`config.mk`:
```
export PLATFORM = sky130hd
export DESIGN_NAME = quick_uart_tx_fifo_flat
export DESIGN_NICKNAME = d
export VERILOG_FILES = /design/src/rtl/quick_uart_tx_fifo_if.sv /design/src/rtl/quick_uart_tx_fifo.sv /design/src/flat_wrapper.sv
export SDC_FILE = /design/constraint.sdc
export NUM_CORES = 1
export LEC_CHECK = 0
export ABC_AREA = 1
export CAP_MARGIN = 0
export CORE_AREA = 2 2 166 168
export DETAILED_ROUTE_END_ITERATION = 7
export DIE_AREA = 0 0 168 170
export GPL_ROUTABILITY_DRIVEN = 1
export GPL_TIMING_DRIVEN = 1
export SLEW_MARGIN = 15
export SYNTH_ARGS = -nofsm -noshare
export SYNTH_HDL_FRONTEND = slang
export SYNTH_SLANG_ARGS = --single-unit
```
`constraint.sdc`:
```
create_clock -name clk_i -period 5.5 [get_ports clk_i]
set_input_delay 0.825 -clock clk_i [delete_from_list [all_inputs] [get_ports clk_i]]
set_output_delay 0.825 -clock clk_i [all_outputs]
set_load 0.03 [all_outputs]
```
`src/rtl/quick_uart_tx_fifo_if.sv`:
```
// quick_uart_tx_fifo_if
// Bus-side bundle for the buffered UART transmitter. It carries the producer
// handshake, the per-frame line configuration and the status/line outputs.
//   master : producer side (drives valid/data/config, observes status/line)
//   slave  : transmitter side
// Signals:
//   valid_i/data_i/ready_o : write handshake into the FIFO
//   div_i/parity_i/stop2_i : baud divisor, parity mode, two-stop select
//   busy_o/level_o/tx_o    : frame in flight, FIFO occupancy, serial line
interface quick_uart_tx_fifo_if #(
  parameter int DATA_BITS  = 8,
  parameter int FIFO_DEPTH = 16,
  parameter int DIV_WIDTH  = 16
);
  localparam int LW = $clog2(FIFO_DEPTH) + 1;

  logic                 valid_i;
  logic [DATA_BITS-1:0] data_i;
  logic                 ready_o;
  logic [DIV_WIDTH-1:0] div_i;
  logic [1:0]           parity_i;
  logic                 stop2_i;
  logic                 busy_o;
  logic [LW-1:0]        level_o;
  logic                 tx_o;

  modport master (
    output valid_i, data_i, div_i, parity_i, stop2_i,
    input  ready_o, busy_o, level_o, tx_o
  );

  modport slave (
    input  valid_i, data_i, div_i, parity_i, stop2_i,
    output ready_o, busy_o, level_o, tx_o
  );
endinterface

```
`src/rtl/quick_uart_tx_fifo.sv`:
```
// quick_uart_tx_fifo
// Buffered UART transmitter. A FIFO decouples the producer from the line; a
// five-state FSM pops the FIFO head and serialises start, data (LSB first),
// optional parity and 1/2 stop bits. Frames run back-to-back while data
// remains. Divisor, parity and stop selection are latched at frame launch.
// Ports:
//   clk_i : clock
//   rst_i : asynchronous active-high reset (flushes FIFO, idles the line)
//   bus   : quick_uart_tx_fifo_if.slave (handshake, config, status, tx_o)
module quick_uart_tx_fifo #(
  parameter int   DATA_BITS  = 8,
  parameter int   FIFO_DEPTH = 16,
  parameter int   DIV_WIDTH  = 16,
  parameter logic IDLE_VALUE = 1'b1
) (
  input  logic                clk_i,
  input  logic                rst_i,
  quick_uart_tx_fifo_if.slave bus
);
  localparam int AW = $clog2(FIFO_DEPTH);
  localparam int LW = AW + 1;
  localparam int BW = $clog2(DATA_BITS);

  typedef enum logic [2:0] {
    S_IDLE   = 3'd0,
    S_START  = 3'd1,
    S_DATA   = 3'd2,
    S_PARITY = 3'd3,
    S_STOP   = 3'd4
  } state_t;

  // Parity bit over the data word; odd mode inverts the even result.
  function automatic logic f_parity(input logic [DATA_BITS-1:0] d, input logic odd);
    return (^d) ^ odd;
  endfunction

  logic [DATA_BITS-1:0] r_mem [FIFO_DEPTH];
  logic [AW-1:0]        r_wr_ptr, r_rd_ptr;
  logic [LW-1:0]        r_level;

  state_t               r_state, w_state_nx;
  logic [DIV_WIDTH-1:0] r_timer, w_timer_nx;
  logic [DIV_WIDTH-1:0] r_div, w_div_nx;
  logic [DATA_BITS-1:0] r_shift, w_shift_nx;
  logic [BW-1:0]        r_bit_cnt, w_bit_cnt_nx;
  logic                 r_par_en, w_par_en_nx;
  logic                 r_par_bit, w_par_bit_nx;
  logic                 r_stop2, w_stop2_nx;
  logic                 r_stop_cnt, w_stop_cnt_nx;
  logic                 r_tx, w_tx_nx;
  logic                 r_busy, w_busy_nx;

  logic                 w_push, w_pop, w_launch, w_ready, w_empty, w_tick;
  logic [DIV_WIDTH-1:0] w_div_eff;
  logic [DATA_BITS-1:0] w_head;

  assign w_ready   = (r_level != LW'(FIFO_DEPTH));
  assign w_empty   = (r_level == {LW{1'b0}});
  assign w_push    = bus.valid_i & w_ready;
  assign w_head    = r_mem[r_rd_ptr];
  assign w_tick    = (r_timer == {DIV_WIDTH{1'b0}});
  // A divisor of zero behaves as one cycle per bit.
  assign w_div_eff = (bus.div_i == {DIV_WIDTH{1'b0}}) ? DIV_WIDTH'(1) : bus.div_i;

  assign bus.ready_o = w_ready;
  assign bus.level_o = r_level;
  assign bus.busy_o  = r_busy;
  assign bus.tx_o    = r_tx;

  // FIFO storage; contents need no reset because the pointers define validity.
  always_ff @(posedge clk_i) begin
    if (w_push) begin
      r_mem[r_wr_ptr] <= bus.data_i;
    end
  end

  // FIFO pointers and occupancy; push+pop on one edge leaves the level alone.
  always_ff @(posedge clk_i or posedge rst_i) begin
    if (rst_i) begin
      r_wr_ptr <= {AW{1'b0}};
      r_rd_ptr <= {AW{1'b0}};
      r_level  <= {LW{1'b0}};
    end else begin
      if (w_push) r_wr_ptr <= r_wr_ptr + AW'(1);
      if (w_pop)  r_rd_ptr <= r_rd_ptr + AW'(1);
      case ({w_push, w_pop})
        2'b10:   r_level <= r_level + LW'(1);
        2'b01:   r_level <= r_level - LW'(1);
        default: r_level <= r_level;
      endcase
    end
  end

  // FSM next state, bit timer, shifter and registered line level.
  always_comb begin
    w_state_nx    = r_state;
    w_timer_nx    = w_tick ? (r_div - DIV_WIDTH'(1)) : (r_timer - DIV_WIDTH'(1));
    w_div_nx      = r_div;
    w_shift_nx    = r_shift;
    w_bit_cnt_nx  = r_bit_cnt;
    w_par_en_nx   = r_par_en;
    w_par_bit_nx  = r_par_bit;
    w_stop2_nx    = r_stop2;
    w_stop_cnt_nx = r_stop_cnt;
    w_tx_nx       = r_tx;
    w_busy_nx     = r_busy;
    w_launch      = 1'b0;
    w_pop         = 1'b0;

    case (r_state)
      S_IDLE: begin
        w_timer_nx = r_timer;
        if (!w_empty) begin
          w_launch = 1'b1;
        end else begin
          w_tx_nx   = IDLE_VALUE;
          w_busy_nx = 1'b0;
        end
      end
      S_START: begin
        if (w_tick) begin
          w_state_nx   = S_DATA;
          w_tx_nx      = r_shift[0];
          w_shift_nx   = r_shift >> 1;
          w_bit_cnt_nx = {BW{1'b0}};
        end else begin
          w_state_nx = S_START;
        end
      end
      S_DATA: begin
        if (w_tick && (r_bit_cnt == BW'(DATA_BITS - 1))) begin
          w_state_nx    = r_par_en ? S_PARITY : S_STOP;
          w_tx_nx       = r_par_en ? r_par_bit : IDLE_VALUE;
          w_stop_cnt_nx = 1'b0;
        end else if (w_tick) begin
          w_tx_nx      = r_shift[0];
          w_shift_nx   = r_shift >> 1;
          w_bit_cnt_nx = r_bit_cnt + BW'(1);
        end else begin
          w_state_nx = S_DATA;
        end
      end
      S_PARITY: begin
        if (w_tick) begin
          w_state_nx    = S_STOP;
          w_tx_nx       = IDLE_VALUE;
          w_stop_cnt_nx = 1'b0;
        end else begin
          w_state_nx = S_PARITY;
        end
      end
      S_STOP: begin
        if (w_tick && r_stop2 && !r_stop_cnt) begin
          w_stop_cnt_nx = 1'b1;
        end else if (w_tick && !w_empty) begin
          // Next start bit begins on the edge this stop period ends.
          w_launch = 1'b1;
        end else if (w_tick) begin
          w_state_nx = S_IDLE;
          w_tx_nx    = IDLE_VALUE;
          w_busy_nx  = 1'b0;
        end else begin
          w_state_nx = S_STOP;
        end
      end
      default: begin
        w_state_nx = S_IDLE;
        w_tx_nx    = IDLE_VALUE;
        w_busy_nx  = 1'b0;
      end
    endcase

    // Frame launch: pop the head and latch this frame's configuration.
    if (w_launch) begin
      w_pop        = 1'b1;
      w_state_nx   = S_START;
      w_tx_nx      = ~IDLE_VALUE;
      w_busy_nx    = 1'b1;
      w_shift_nx   = w_head;
      w_div_nx     = w_div_eff;
      w_timer_nx   = w_div_eff - DIV_WIDTH'(1);
      w_par_en_nx  = (bus.parity_i == 2'd1) || (bus.parity_i == 2'd2);
      w_par_bit_nx = f_parity(w_head, bus.parity_i == 2'd2);
      w_stop2_nx   = bus.stop2_i;
    end else begin
      w_pop = 1'b0;
    end
  end

  // FSM and datapath registers.
  always_ff @(posedge clk_i or posedge rst_i) begin
    if (rst_i) begin
      r_state    <= S_IDLE;
      r_timer    <= {DIV_WIDTH{1'b0}};
      r_div      <= DIV_WIDTH'(1);
      r_shift    <= {DATA_BITS{1'b0}};
      r_bit_cnt  <= {BW{1'b0}};
      r_par_en   <= 1'b0;
      r_par_bit  <= 1'b0;
      r_stop2    <= 1'b0;
      r_stop_cnt <= 1'b0;
      r_tx       <= IDLE_VALUE;
      r_busy     <= 1'b0;
    end else begin
      r_state    <= w_state_nx;
      r_timer    <= w_timer_nx;
      r_div      <= w_div_nx;
      r_shift    <= w_shift_nx;
      r_bit_cnt  <= w_bit_cnt_nx;
      r_par_en   <= w_par_en_nx;
      r_par_bit  <= w_par_bit_nx;
      r_stop2    <= w_stop2_nx;
      r_stop_cnt <= w_stop_cnt_nx;
      r_tx       <= w_tx_nx;
      r_busy     <= w_busy_nx;
    end
  end
endmodule

```
`src/flat_wrapper.sv`:
```
// flat-port wrapper written by rule: the top's interface ports become plain ports
module quick_uart_tx_fifo_flat 
#(
  parameter int   DATA_BITS  = 8,
  parameter int   FIFO_DEPTH = 16,
  parameter int   DIV_WIDTH  = 16,
  parameter logic IDLE_VALUE = 1'b1
)
  (clk_i, rst_i, bus_valid_i, bus_data_i, bus_div_i, bus_parity_i, bus_stop2_i, bus_ready_o, bus_busy_o, bus_level_o, bus_tx_o);
  quick_uart_tx_fifo_if #(.DATA_BITS(DATA_BITS), .FIFO_DEPTH(FIFO_DEPTH), .DIV_WIDTH(DIV_WIDTH)) bus_i ();
  input  logic clk_i;
  input  logic rst_i;
  input wire logic [$bits(bus_i.valid_i)-1:0] bus_valid_i;
  input wire logic [$bits(bus_i.data_i)-1:0] bus_data_i;
  input wire logic [$bits(bus_i.div_i)-1:0] bus_div_i;
  input wire logic [$bits(bus_i.parity_i)-1:0] bus_parity_i;
  input wire logic [$bits(bus_i.stop2_i)-1:0] bus_stop2_i;
  output wire logic [$bits(bus_i.ready_o)-1:0] bus_ready_o;
  output wire logic [$bits(bus_i.busy_o)-1:0] bus_busy_o;
  output wire logic [$bits(bus_i.level_o)-1:0] bus_level_o;
  output wire logic [$bits(bus_i.tx_o)-1:0] bus_tx_o;
  assign bus_i.valid_i = bus_valid_i;
  assign bus_i.data_i = bus_data_i;
  assign bus_i.div_i = bus_div_i;
  assign bus_i.parity_i = bus_parity_i;
  assign bus_i.stop2_i = bus_stop2_i;
  assign bus_ready_o = bus_i.ready_o;
  assign bus_busy_o = bus_i.busy_o;
  assign bus_level_o = bus_i.level_o;
  assign bus_tx_o = bus_i.tx_o;
  quick_uart_tx_fifo #(.DATA_BITS(DATA_BITS), .FIFO_DEPTH(FIFO_DEPTH), .DIV_WIDTH(DIV_WIDTH), .IDLE_VALUE(IDLE_VALUE)) u_core (.clk_i(clk_i), .rst_i(rst_i), .bus(bus_i));
endmodule
```
Word level (Yosys, flattened, before mapping)
Memory sizes are Yosys's and may differ from the RTL's.
Cells that the tools add are included.
- memories: 1
- bits in registers: 65
- input bits: 30
- output and inout port bits: 8
- RAM bits: 128
- logic and storage cells: 120
- add/subtract/negate cells: 8
- reductions and logical operators: 23
- eq/ne operators: 24
- bitwise gates (word level): 2
- multiplexer cells: 48
- memories (name ; depth ; bits a word ; rd ports ; clocked after memory_dff ; write ports ; RTL line ; source):
    u_core.r_mem ; 16 ; 8 ; 1 ; 0 ; 1 ; quick_uart_tx_fifo.sv:37 ; logic [DATA_BITS-1:0] r_mem [FIFO_DEPTH];
- operators by type and width (kind ; number):
    $mux W16 ; 4
    $sub A16 B1 Y16 const B ; 3
    $mux W3 ; 11
    $logic_not A16 Y1 ; 2
    $mux W8 ; 3
    $mux W1 ; 21
    $pmux W8 S2 ; 1
    $pmux W3 S5 ; 1
    $ne A2 B1 Y1 const B ; 7
    $reduce_and A4 Y1 ; 3
    $pmux W5 S2 ; 1
    $ne A3 B2 Y1 const B ; 3
    $add A4 B1 Y4 const B ; 2
    $reduce_xor A8 Y1 ; 1
    $eq A3 B2 Y1 const B ; 2
    $eq A3 B3 Y1 const B ; 2
    $ne A3 B1 Y1 const B ; 2
    $pmux W1 S3 ; 2
    $pmux W3 S2 ; 1
    $reduce_bool A3 Y1 ; 2
    $add A5 B1 Y5 const B ; 1
    $logic_not A5 Y1 ; 1
    $ne A5 B5 Y1 const B ; 1
    $pmux W1 S5 ; 1
    20 further kinds ; 27

Logic depth before layout (Yosys ltp)
- word-level depth: 9
- mapped depth: 20
- gate-level depth less buffers: 20

Worst setup path before layout
OpenSTA, ideal clock, no wires.
- path type: reg2reg
- start point: register u_core.r_level[1] (netlist: u_core.bus.level_o[1])
- end point: register u_core.r_level[4] (netlist: u_core.bus.level_o[4])
- period minus slack after synthesis: 2.880 ns
- buffers on the path: 2
- data required time: 5.420 ns
- arrival time: 2.800 ns
- stages on the path, launching flop included: 18
- slack: 2.620 ns
- cells stage by stage: dfrtp_1 -> inv_1 -> nand4_4 -> inv_1 -> nor2_1 -> nand3_2 -> nand2_1 -> buf_2 -> clkbuf_1 -> ha_1 -> inv_1 -> fa_1 -> nor2_1 -> a211oi_1 -> nand2_1 -> nand2_1 -> nor2_1 -> xor2_1
- word-level cells in the longest chain between the ends: 9
- RTL lines (element ; RTL line ; source):
    start, declared ; quick_uart_tx_fifo.sv:39 ; logic [LW-1:0] r_level;
    start signal, assigned ; quick_uart_tx_fifo.sv:82 ; r_level <= {LW{1'b0}};
    start signal, assigned ; quick_uart_tx_fifo.sv:87 ; 2'b10: r_level <= r_level + LW'(1);
    start signal, assigned ; quick_uart_tx_fifo.sv:88 ; 2'b01: r_level <= r_level - LW'(1);
    $logic_not A5 Y1 ; quick_uart_tx_fifo.sv:58 ; assign w_empty = (r_level == {LW{1'b0}});
    $logic_not A1 Y1 ; n/a ;
    $logic_and A1 B1 Y1 ; quick_uart_tx_fifo.sv:155 ; end else if (w_tick && !w_empty) begin
    $mux W1 ; quick_uart_tx_fifo.sv:155 ;
    $mux W1 ; quick_uart_tx_fifo.sv:153 ; if (w_tick && r_stop2 && !r_stop_cnt) begin
    $pmux W1 S2 ; quick_uart_tx_fifo.sv:110 ; case (r_state)
    $mux W1 ; quick_uart_tx_fifo.sv:174 ; if (w_launch) begin
    $eq A2 B1 Y1 / $eq A2 B2 Y1 (equally long branches) ; quick_uart_tx_fifo.sv:86 ; case ({w_push, w_pop})
    $pmux W5 S2 / $reduce_bool A2 Y1 (equally long branches) ; n/a ;
Several ways; a longest one is shown, not always the timed one.
A chain may end at the register's enable or synchronous reset.

Worst setup path after layout
- start point: register u_core.r_timer[6]
- end point: register u_core.r_level[4] (netlist: u_core.bus.level_o[4])
- word-level cells in the longest chain between the ends: 8
- RTL lines (element ; RTL line ; source):
    start, declared ; quick_uart_tx_fifo.sv:42 ; logic [DIV_WIDTH-1:0] r_timer, w_timer_nx;
    start signal, assigned ; quick_uart_tx_fifo.sv:194 ; r_timer <= {DIV_WIDTH{1'b0}};
    start signal, assigned ; quick_uart_tx_fifo.sv:206 ; r_timer <= w_timer_nx;
    $logic_not A16 Y1 (*) ; quick_uart_tx_fifo.sv:61 ; assign w_tick = (r_timer == {DIV_WIDTH{1'b0}});
    $logic_and A1 B1 Y1 (on tied branches) ; quick_uart_tx_fifo.sv:155, quick_uart_tx_fifo.sv:153 ;
    $mux W1 / $logic_and A1 B1 Y1 (equally long branches) ; quick_uart_tx_fifo.sv:155, quick_uart_tx_fifo.sv:153 ;
    $mux W1 (*) ; quick_uart_tx_fifo.sv:153 ;
    $pmux W1 S2 (*) ; quick_uart_tx_fifo.sv:110 ;
    $mux W1 (*) ; quick_uart_tx_fifo.sv:174 ;
    $eq A2 B1 Y1 / $eq A2 B2 Y1 (equally long branches) ; quick_uart_tx_fifo.sv:86 ;
    $pmux W5 S2 / $reduce_bool A2 Y1 (equally long branches) ; n/a ;
    end signal, assigned ; quick_uart_tx_fifo.sv:87 ;
    end signal, assigned ; quick_uart_tx_fifo.sv:88 ;
    end signal, assigned ; quick_uart_tx_fifo.sv:89 ; default: r_level <= r_level;
Mark *: on every way between the ends. The rest lies on a longest branch, timed or not.

==> results.cfg <==
[floorplanning]
core_area_um2 = 26700
row_count = 60
die_h_um = 170
ios = 38
die_w_um = 168
start_util_pct = 34.6
dieArea_um2 = 28600

[setup_path]
reg2reg_from = u_core.r_timer[6]
worst-r2r-cell-count = 16
cp-end-kind = flip-flop
rrSetupSlack_ns = 2.06
crit_end = u_core.bus.level_o[4]
crit_type = flip-flop to flip-flop
start_kind = flip-flop
reg2reg_to = u_core.bus.level_o[4]
crit_start = u_core.r_timer[6]
arrival_ns = 3.81
crit_required_ns = 5.86
crit_fanout = 20

[place]
io_buffers = 37
place.gp.congestion = 0.847
dp_hpwl_um = 14200

[finish]
regArea_um2 = 5470
multi_input_area_um2 = 3210
fillers = 2591
post-route-util_pct = 39.5
final_nets = 1059
drive_gt1_share_pct = 8.37
area_growth_pct = 14.1
diodes = 0

[cts]
holdBufCountCts = 0
cts_resized = 0
cts_buffer_depth = 2
numCtsBuffers = 17
cts_setup_buffers = 0
h-tree-depth = 4
clkSlewWorstSetupHoldPaths_ns = 0.08
clk_latency_ns = 0.44
clock-sinks = 193
cts_tree = done
clockRootBuffer = clkbuf_16

[global_route]
grt_usage_pct = 15.6
grt_max_degree = 75
grt_pass1_wl_um = 34900
overflow = 0
antenna_found_initial = 0
first_global_vias = 6494

[logic_synthesis]
synthDistinctLibCells = 43
syn-cell-area_um2 = 9230
ys_ff_latch = 193
syn_nets = 1032
ys_seq_area_share_pct = 59.3
syn_inst = 988
avgSynthCellArea_um2 = 9.35
yosys_warnings = 0

[sta]
clock_skew_ns = 0.0150
maxSlewViolCount = 0
fmax_mhz = 290
max-slew-margin-rel_pct = 34.1
finalHoldViolCount = 0
fin_tns_setup_ns = 0
post-route-period-util_pct = 62.6
setup_viol = 0
hold_ws_ns = 0.476
rsz0062_at_grt = no
min_period_ns = 3.44
worst_pin_slew_ns = 0.987

[drt]
drc = 0
avgRoutedWirePerCell_um = 15.8
drt_wl_total_um = 21600
antenna_left = 0
num_vias = 6793
avgViaCountPerCell = 4.96
drt_iter0_markers = 488
dr.pass1.iters = 4

[run]
maxCapViolations = 0

[pwr]
cellPowerDensity_nw_per_um2 = 400
p_leak_nw = 4.30
ir_drop_v = 0.000220

[run_status]
status = finished, final reports clean

[worst_hold_path]
hold_class = flip-flop to flip-flop
## power breakdown
part	total (mW)	internal [mW]	leakage, nW	switching [mW]
registers	1.85	1.75	1.93	0.103
logic	1.09	0.353	2.07	0.736
clock network	1.27	0.628	0.298	0.646
## through the flow
step	std cells	setup WS, ns	total power [mW]	instance area (um^2)
3_5_place_dp	1337	2.09	2.97	9910
6_report	1369	2.06	4.21	10500
5_1_grt	1369	1.61	4.46	10500
2_1_floorplan	988	2.62	2.65	9230
4_1_cts	1369	2.07	4.24	10500
3_3_place_gp	1337	2.06	2.95	9910
## flip-flops by register name (all words and copies together) (netlist names)
name,count
u_core.bus.busy_o,1
u_core.r_state,3
u_core.bus.tx_o,1
u_core.r_par_en,1
u_core.r_div,16
u_core.bus.level_o,5
u_core.r_timer,16
u_core.r_bit_cnt,3
u_core.r_shift,8
u_core.r_wr_ptr,4
u_core.r_rd_ptr,4
u_core.r_stop2,1
u_core.r_mem,128
u_core.r_par_bit,1
u_core.r_stop_cnt,1
## kinds of logic (layout without fill, tap and decap cells)
logic type                 Yosys count  count (layout)  share of synthesized area [%]
and+or+nand+nor                    501             501                           23.5
DFF                                193             193                           59.3
buffers and inverters              136             176                           5.93
AOI/OAI and AO/OA                  135             135                           8.44
xor gates and xnor gates             9               9                          0.854
adders and majority gates           14              14                           1.98
## cells in the final DEF (no fill, tap or decap), types with 2 or more instances in the layout
cell	netlist	layout
a211oi_1	2	2
a21oi_1	12	12
a221oi_1	7	7
a31oi_1	4	4
a32o_1	2	2
buf_4	0	7
clkbuf_16	0	17
clkdlybuf4s50_1	0	37
clkinv_1	4	4
clkinv_8	0	6
dfrtp_1	63	62
dfstp_2	2	2
edfxtp_1	128	128
ha_1	13	13
inv_1	90	89
inv_12	0	2
inv_2	6	7
inv_8	0	4
nand2_1	201	201
nand2_2	13	13
nand2_4	4	4
nand3_1	86	86
nand4_1	6	6
nor2_1	165	165
nor2_2	12	12
nor2_4	5	5
nor3_1	2	2
nor4_1	4	4
o211ai_1	10	10
o21ai_0	82	82
o21ai_1	4	4
o21bai_1	4	4
o31ai_1	2	2
xor2_1	8	8
## layer usage
layer	vias up	part of all wire (%)	GRT usage, %
li1	3355	-	-
met1	3253	47	21.3
met2	161	47	25.0
met3	24	3.8	2.79
met4	0	1.8	5.60
met5	-	0	0
## cells in the mapped netlist (all sizes together)
| cell | instances | area, um^2 |
|---|---|---|
| nand2 | 218 | 881 |
| nor2 | 182 | 751 |
| edfxtp | 128 | 3840 |
| inv | 96 | 360 |
| nand3 | 87 | 440 |
| o21ai | 86 | 430 |
| dfrtp | 63 | 1580 |
| buf | 21 | 116 |
| clkbuf | 15 | 56.3 |
| ha | 13 | 163 |
| a21oi | 12 | 60.1 |
| o211ai | 10 | 75.1 |
| xor2 | 8 | 70.1 |
| a221oi | 7 | 61.3 |
| nand4 | 7 | 58.8 |
| a31oi | 4 | 25.0 |
| clkinv | 4 | 15.0 |
| nor4 | 4 | 25.0 |
| o21bai | 4 | 30.0 |
| a211oi | 2 | 15.0 |
| a32o | 2 | 20.0 |
| dfstp | 2 | 52.6 |
| nor3 | 2 | 10.0 |
| o31ai | 2 | 15.0 |
| a22oi | 1 | 7.51 |
| fa | 1 | 20.0 |
| o2111ai | 1 | 8.76 |
| o21a | 1 | 7.51 |
| o221ai | 1 | 8.76 |
| o22ai | 1 | 6.26 |
| o311ai | 1 | 8.76 |
| or2 | 1 | 6.26 |
| xnor2 | 1 | 8.76 |
## area by class of cell
class                   count  area share, %
flip-flops and latches    193           51.9
multi-input cells         659           30.5
well taps                 341           4.05
clock buffers              17           4.04
repair buffers             44           4.01
inverters                 100           3.56
clock inverters            15           1.90
## worst max-delay path, stage by stage, from the launching register on
cell and delay [ns]:
dfrtp_1 0.42, nor2_1 0.10, nand2_1 0.09, nor2_1 0.18, nand2_2 0.24, nor2_1 0.19
nand3_2 0.14, nand2_1 0.58, ha_1 0.35, inv_1 0.10, fa_1 0.40, nor2_1 0.14
a211oi_1 0.07, nand2_1 0.06, nand2_1 0.04, nor2_1 0.11, xor2_1 0.14
## worst min-delay path by stage
| stage | start | to | cells after the start |
|---|---|---|---|
| after CTS | u_core.r_div[11] | u_core.r_div[11] | 2 |
| after global placement | u_core.r_div[9] | u_core.r_div[9] | 2 |
| final | u_core.r_div[11] | u_core.r_div[11] | 2 |
| after global routing | u_core.r_div[9] | u_core.r_div[9] | 2 |
| after floorplan | u_core.r_div[10] | u_core.r_div[10] | 2 |
| after detailed placement | u_core.r_div[11] | u_core.r_div[11] | 2 |
(Power assumes the default switching activity.)
